### src/rtl/bht_pkg.sv
// Shared types and constants for the branch history table: BTB entry layout
// and the 2-bit saturating counter encodings.
package bht_pkg;

  // Address fields of an entry are BHT_WIDTH wide; the top's WIDTH must match.
  localparam int BHT_WIDTH = 32;

  localparam logic [1:0] CTR_SNT = 2'b00;
  localparam logic [1:0] CTR_WNT = 2'b01;
  localparam logic [1:0] CTR_WT  = 2'b10;
  localparam logic [1:0] CTR_ST  = 2'b11;

  typedef struct packed {
    logic                 valid;
    logic [BHT_WIDTH-1:0] tag;
    logic [BHT_WIDTH-1:0] target;
    logic [1:0]           ctr;
  } bht_entry_t;

endpackage

### src/rtl/bht_sat_counter.sv
// Next-state logic of a 2-bit up/down saturating counter (one per BTB entry);
// the counter value itself lives in the entry register of the top.
module bht_sat_counter
  import bht_pkg::*;
(
  input  logic [1:0] i_ctr,
  input  logic       i_up,
  output logic [1:0] o_next
);

  always_comb begin
    o_next = i_ctr;
    if (i_up) begin
      if (i_ctr != CTR_ST) o_next = i_ctr + 2'b01;
    end else begin
      if (i_ctr != CTR_SNT) o_next = i_ctr - 2'b01;
    end
  end

endmodule

### src/rtl/branch_history_table.sv
// Fetch-stage branch predictor with a fully associative BTB and round-robin
// replacement. Define BHT_PERF_EN to add the hit_cnt / mis_cnt counters.
module branch_history_table
  import bht_pkg::*;
#(
  parameter int ENTRIES = 8,
  parameter int WIDTH   = BHT_WIDTH
) (
  input  logic             clk,
  input  logic             reset,
  input  logic [1:0]       pcsrc,
  input  logic [WIDTH-1:0] pc,
  input  logic [WIDTH-1:0] pcbranch,
  input  logic [WIDTH-1:0] originalpc,
  output logic [WIDTH-1:0] pcnext,
  output logic             clrbp
`ifdef BHT_PERF_EN
  ,
  output logic [31:0]      hit_cnt,
  output logic [31:0]      mis_cnt
`endif
);

  localparam int IDXW = $clog2(ENTRIES);

  bht_entry_t       r_tab [ENTRIES];
  logic [IDXW-1:0]  r_ptr;
  logic [IDXW-1:0]  r_idx_q;
  logic [WIDTH-1:0] r_pc_q;
  logic [WIDTH-1:0] r_fall_q;
  logic             r_hit_q;
  logic             r_pred_q;
  logic             r_pv;

  logic [IDXW-1:0]  w_idx;
  logic             w_hit;
  logic             w_pred;
  logic             w_taken;
  logic             w_mis;
  logic [1:0]       w_ctr_next [ENTRIES];

  // CAM lookup: tags are unique, so at most one entry matches.
  always_comb begin
    w_hit = 1'b0;
    w_idx = '0;
    for (int i = 0; i < ENTRIES; i++) begin
      if (r_tab[i].valid && (r_tab[i].tag == pc)) begin
        w_hit = 1'b1;
        w_idx = IDXW'(i);
      end
    end
    w_pred = w_hit && r_tab[w_idx].ctr[1];
  end

  // Resolution of the instruction fetched last cycle; an unknown or jump
  // pcsrc falls into the not-taken default.
  always_comb begin
    w_taken = 1'b0;
    if (r_pv && pcsrc[0] && !pcsrc[1]) w_taken = 1'b1;
    w_mis  = r_pv && (w_taken != r_pred_q);
    clrbp  = w_mis;
    pcnext = originalpc;
    if (w_mis) pcnext = w_taken ? pcbranch : r_fall_q;
    else if (w_pred) pcnext = r_tab[w_idx].target;
  end

  for (genvar g = 0; g < ENTRIES; g++) begin : g_ctr
    bht_sat_counter u_ctr (
      .i_ctr  (r_tab[g].ctr),
      .i_up   (w_taken),
      .o_next (w_ctr_next[g])
    );
  end

  always_ff @(posedge clk or posedge reset) begin
    if (reset) begin
      for (int i = 0; i < ENTRIES; i++) r_tab[i] <= '0;
      r_ptr    <= '0;
      r_idx_q  <= '0;
      r_pc_q   <= '0;
      r_fall_q <= '0;
      r_hit_q  <= 1'b0;
      r_pred_q <= 1'b0;
      r_pv     <= 1'b0;
    end else begin
      if (r_pv) begin
        if (r_hit_q) begin
          r_tab[r_idx_q].ctr <= w_ctr_next[r_idx_q];
          if (w_taken) r_tab[r_idx_q].target <= pcbranch;
        end else if (w_taken) begin
          r_tab[r_ptr] <= '{valid: 1'b1, tag: r_pc_q, target: pcbranch, ctr: CTR_WT};
          r_ptr        <= (r_ptr == IDXW'(ENTRIES - 1)) ? '0 : r_ptr + 1'b1;
        end
      end
      // The fetch made during a flush cycle is wrong-path and never resolved.
      r_pc_q   <= pc;
      r_hit_q  <= w_hit;
      r_idx_q  <= w_idx;
      r_pred_q <= w_pred;
      r_fall_q <= originalpc;
      r_pv     <= !w_mis;
    end
  end

`ifdef BHT_PERF_EN
  logic [31:0] r_hit_cnt;
  logic [31:0] r_mis_cnt;

  always_ff @(posedge clk or posedge reset) begin
    if (reset) begin
      r_hit_cnt <= '0;
      r_mis_cnt <= '0;
    end else begin
      if (r_pv && r_hit_q) r_hit_cnt <= r_hit_cnt + 32'd1;
      if (w_mis)           r_mis_cnt <= r_mis_cnt + 32'd1;
    end
  end

  assign hit_cnt = r_hit_cnt;
  assign mis_cnt = r_mis_cnt;
`endif

endmodule

### config.mk
export PLATFORM = sky130hd
export DESIGN_NAME = branch_history_table
export DESIGN_NICKNAME = d
export VERILOG_FILES = /design/src/rtl/bht_pkg.sv /design/src/rtl/bht_sat_counter.sv /design/src/rtl/branch_history_table.sv
export SDC_FILE = /design/constraint.sdc
export NUM_CORES = 2
export LEC_CHECK = 0
export BUFFER_PORTS_ARGS = -buffer_cell sky130_fd_sc_hd__buf_2
export CAP_MARGIN = 20
export CELL_PAD_IN_SITES_DETAIL_PLACEMENT = 1
export CELL_PAD_IN_SITES_GLOBAL_PLACEMENT = 2
export CORE_UTILIZATION = 40
export CTS_BUF_LIST = sky130_fd_sc_hd__clkbuf_4
export DETAILED_ROUTE_END_ITERATION = 12
export PLACE_DENSITY = 0.76
export SLEW_MARGIN = 5
export SYNTH_ARGS = -nofsm -noshare
export SYNTH_HDL_FRONTEND = slang
export SYNTH_SLANG_ARGS = --single-unit
### constraint.sdc
create_clock -name clk -period 73.3 [get_ports clk]
set_clock_uncertainty 0.2 [all_clocks]
set_input_delay 21.99 -clock clk [delete_from_list [all_inputs] [get_ports clk]]
set_output_delay 21.99 -clock clk [all_outputs]
set_load 0.01 [all_outputs]
==> summary.md <==
| Metric | Value |
|---|---|
| Post-cts resize count | 0 |
| Core box area | ~0.073 mm2 |
| Fill cell count | just over 8000 |
| Worst min-delay path class | reg -> reg |
| # IOs | roughly 130 |
| CP Class | in -> out |
| Drt via density | 5.93 |
| CTS Hold Buffers Added | 0 |
| DR WL/cell | around 28 um |
| # DRC | 0 |
| Port Buffer Count | 132 |
| Worst EP required | 51.11 ns |
| Postcts setup bufs | 0 |
| Synth top area cells | dfrtp_1 51%, mux2_2 15%, xor2_1 5.8%, nand2_1 4.7%, nor4_1 3.8% |
| #FFs+latches synth | 609 |
| Cells after DPL | between 3000 and 4000 |
| H-tree lvl count | 4 |
| Vias | 23600 |
| Synth cell count leaders | 609 x dfrtp_1, 388 x mux2_2, 373 x nand2_1 |
| Worst EP arrival | 27.62 ns |
| Peak supply drop | 19.8 uV |
| Slew Limit Fails | 0 |
| Cell Area, Synth | 0.0299 mm2 |
| Ys Warns | 0 |
| Die area | around 0.076 mm2 |
| Min cycle time layout | 49.81 ns |
| Relative slew slack | 0.216 |
| Final period utilization | 0.679 |
| Number of nets in the layout | 2991 |
| Adder-cell share of the synthesized area | 0.00117 |
| Initial antenna violation count | 9 |
| Sequential-to-total area share from yosys stat | 0.510 |
| Number of synthesized flops with an enable pin | 0 |
| Logic pwr share | 0.296 |
| Avg Synthesized Cell Area | 10.8 um2 |
| Chip Height | 275 um |
| CTS root buffer | clkbuf_4 |
| Synthesis-to-layout area growth | 11.8% |
| Worst skew pair latency | 1.04 ns |
| RSZ-0062 raised after global routing | no |
| Final ANT Viol Nets | 0 |
| Psw | 0.000456 W |
| P_leak | 15.0 nW |
| Max Buffers Root-to-Sink | 3 |
| Total CTS buffers | 172 |
| Largest family of logic cells by synthesized area | multiplexers |
| Final wirelength | between 100 and 150 mm |
| Crit. End Element | output pin |
| Clock network power share | 0.258 |
| MaxCap Viol Count | 0 |
| Post-synth ARST share | 1.00 |
| CP startpoint kind | primary input |
| Setup TNS Final | 0 ns |
| Reg power frac | 0.446 |
| Post-detail-place hpwl | 74.3 mm |
| F_max | 0.0201 GHz |
| Clock-pin slew on the worst setup and hold paths | 0.06 ns |
| Initial core utilization | 0.407 |
| Synth Area in Simple Gates | 0.148 |
| Starting DRT DRC Count | 1826 |
| Setup violators final | 0 |
| Vias in the first global route | 24900 |
| CTS tree | yes |
| Compound-Gate Fraction of Synth Area | 0.0696 |
| Syn Nets | 2879 |
| Worst Tran Pin Value | 1.18 ns |
| Pre-antenna DRT Iters | 5 |
| Yosys top cell by area | dfrtp_1 |
| Switching Share | 0.371 |
| Final hold slack | roughly 0.26 ns |
| Yosys cell types | 62 |
| Die span in x | 275 um |
| GRT overflow | 0 |
| Most common cell in the netlist | dfrtp_1 |
| Hold Fails Final Rpt | 0 |
| CP Max Fanout | 66 |
| Post-Synthesis Cells | 2777 |
| Cell Pwr Density | 36.8 mW/mm2 |
| Pint | 0.000774 W |
| Largest net degree at the start of global routing | 103 |
| Share of cells above drive strength 1 | 0.292 |
| Row count | 99 |
| Gr usage total | 0.301 |
| Xor and xnor area share after synthesis | 0.0753 |
| Status | completed |
| Clock Sinks | ~610 |
| Share of Yosys cell area claimed by the top area cell type | 0.510 |
| GPL Wtd Cong | 0.950 |
| First-pass GRT wire length | 167 mm |
| Final core occ | 0.455 |
| Ys flop type | dfrtp_1 |
| Finished Layout Cells | 3976 |
| Post-synthesis mux area share | 0.157 |
-- cells in the final DEF, fill, tap and decap left out, types with 3 or more instances in the layout --
cell type / Yosys / routed
dfrtp_1: 609 / 609
mux2_2: 388 / 388
nand2_1: 373 / 366
clkbuf_4: 0 / 251
xor2_1: 199 / 199
nor4_1: 181 / 181
buf_2: 31 / 133
o21ai_0: 119 / 119
nand3_1: 89 / 87
a21oi_1: 82 / 82
nor3_1: 81 / 81
nand4_1: 64 / 64
xnor2_1: 58 / 58
buf_4: 4 / 40
o22ai_1: 36 / 36
a31oi_1: 36 / 36
mux2i_1: 34 / 34
o2111ai_1: 32 / 32
nor2_1: 34 / 31
clkinv_1: 1 / 21
nand2b_1: 14 / 12
diode_2: 0 / 11
inv_1: 11 / 10
nand4b_1: 8 / 8
nand2_2: 0 / 7
nor2b_1: 8 / 7
nor4b_1: 7 / 7
or3_1: 6 / 6
o21ai_4: 0 / 6
and3_1: 6 / 5
clkinv_2: 0 / 5
or2_2: 4 / 4
o211ai_1: 4 / 4
nor2_4: 0 / 3
inv_8: 0 / 3
inv_2: 0 / 3
clkinvlp_4: 0 / 3
inv_6: 0 / 3
buf_16: 0 / 3
-- through the flow --
stage	power (W)	cell area (um2)	setup slack, ns
finish	0.00123	33400	23.49
global route	0.00129	33400	23.28
CTS	0.00123	33300	23.50
detailed placement	0.000910	31200	23.54
global placement	0.000891	31100	23.70
floorplan	0.000758	29900	26.46
-- worst max-delay path: stages --
cell	delay [ns]
buf_2	0.31
xor2_1	0.16
nor4_1	0.63
nand4_1	0.18
nor4_1	0.71
a211o_1	0.37
nand3_4	0.72
o31a_2	0.91
o21ai_4	0.98
nand4_1	0.22
nand3_1	0.23
buf_2	0.17
-- power groups by stage --
| stage | Combinational (W) | Sequential (W) | Clock (W) |
|---|---|---|---|
| after global routing | 0.000386 | 0.000564 | 0.000344 |
| after global placement | 0.000348 | 0.000543 | 0 |
| after detailed placement | 0.000358 | 0.000552 | 0 |
| after floorplan | 0.000233 | 0.000525 | 0 |
| final | 0.000364 | 0.000549 | 0.000317 |
| after CTS | 0.000360 | 0.000547 | 0.000327 |
-- area by class of cell --
type                       count  area (um2)  area share
clock inverter                40         260     0.00779
clock buffer                 251        1880      0.0564
tap                          959        1200      0.0359
multi-input combinational   1917       13700       0.410
inverter                      12        52.6     0.00157
sequential                   609       15200       0.456
timing repair buffer         177        1070      0.0320
antenna                       11        27.5    0.000824
-- sequential cells by signal, summed over array words and instances, names as in the netlist --
| register | count |
|---|---|
| r_ptr | 3 |
| r_pc_q | 32 |
| r_pred_q | 1 |
| r_fall_q | 32 |
| r_idx_q | 3 |
| r_hit_q | 1 |
| r_tab | 536 |
| r_pv | 1 |
-- logic make-up (layout without fill, tap and decap cells) --
| group | count (synthesis) | count (layout) |
|---|---|---|
| AOI/OAI and AO/OA | 344 | 344 |
| xor gates and xnor gates | 257 | 257 |
| adders and majority gates | 3 | 3 |
| buffers and inverters | 251 | 480 |
| DFF | 609 | 609 |
| muxes | 422 | 422 |
| other | 0 | 11 |
| and+or+nand+nor | 891 | 891 |
-- metal layers --
layer / track usage / vias to the layer above / wire (um)
met4: 0.103 / 8 / 3120
li1: - / 10300 / -
met1: 0.429 / 12400 / 52000
met5: 0 / - / 60
met3: 0.0565 / 199 / 6290
met2: 0.458 / 743 / 50800
-- worst paths after layout --
check,cells past startpoint,startpoint,slack (ns),end
setup / recovery,12,pc[2],23.49,pcnext[3]
hold / removal,2,r_tab[480],0.26,r_tab[480]
setup reg to reg,10,r_tab[304],67.26,r_pred_q
hold reg to reg,2,r_tab[480],0.26,r_tab[480]
max in group asynchronous,5,reset,49.79,r_ptr[1]
min in group asynchronous,2,reset,20.86,r_tab[414]
Power figures use the tool's default switching activity.
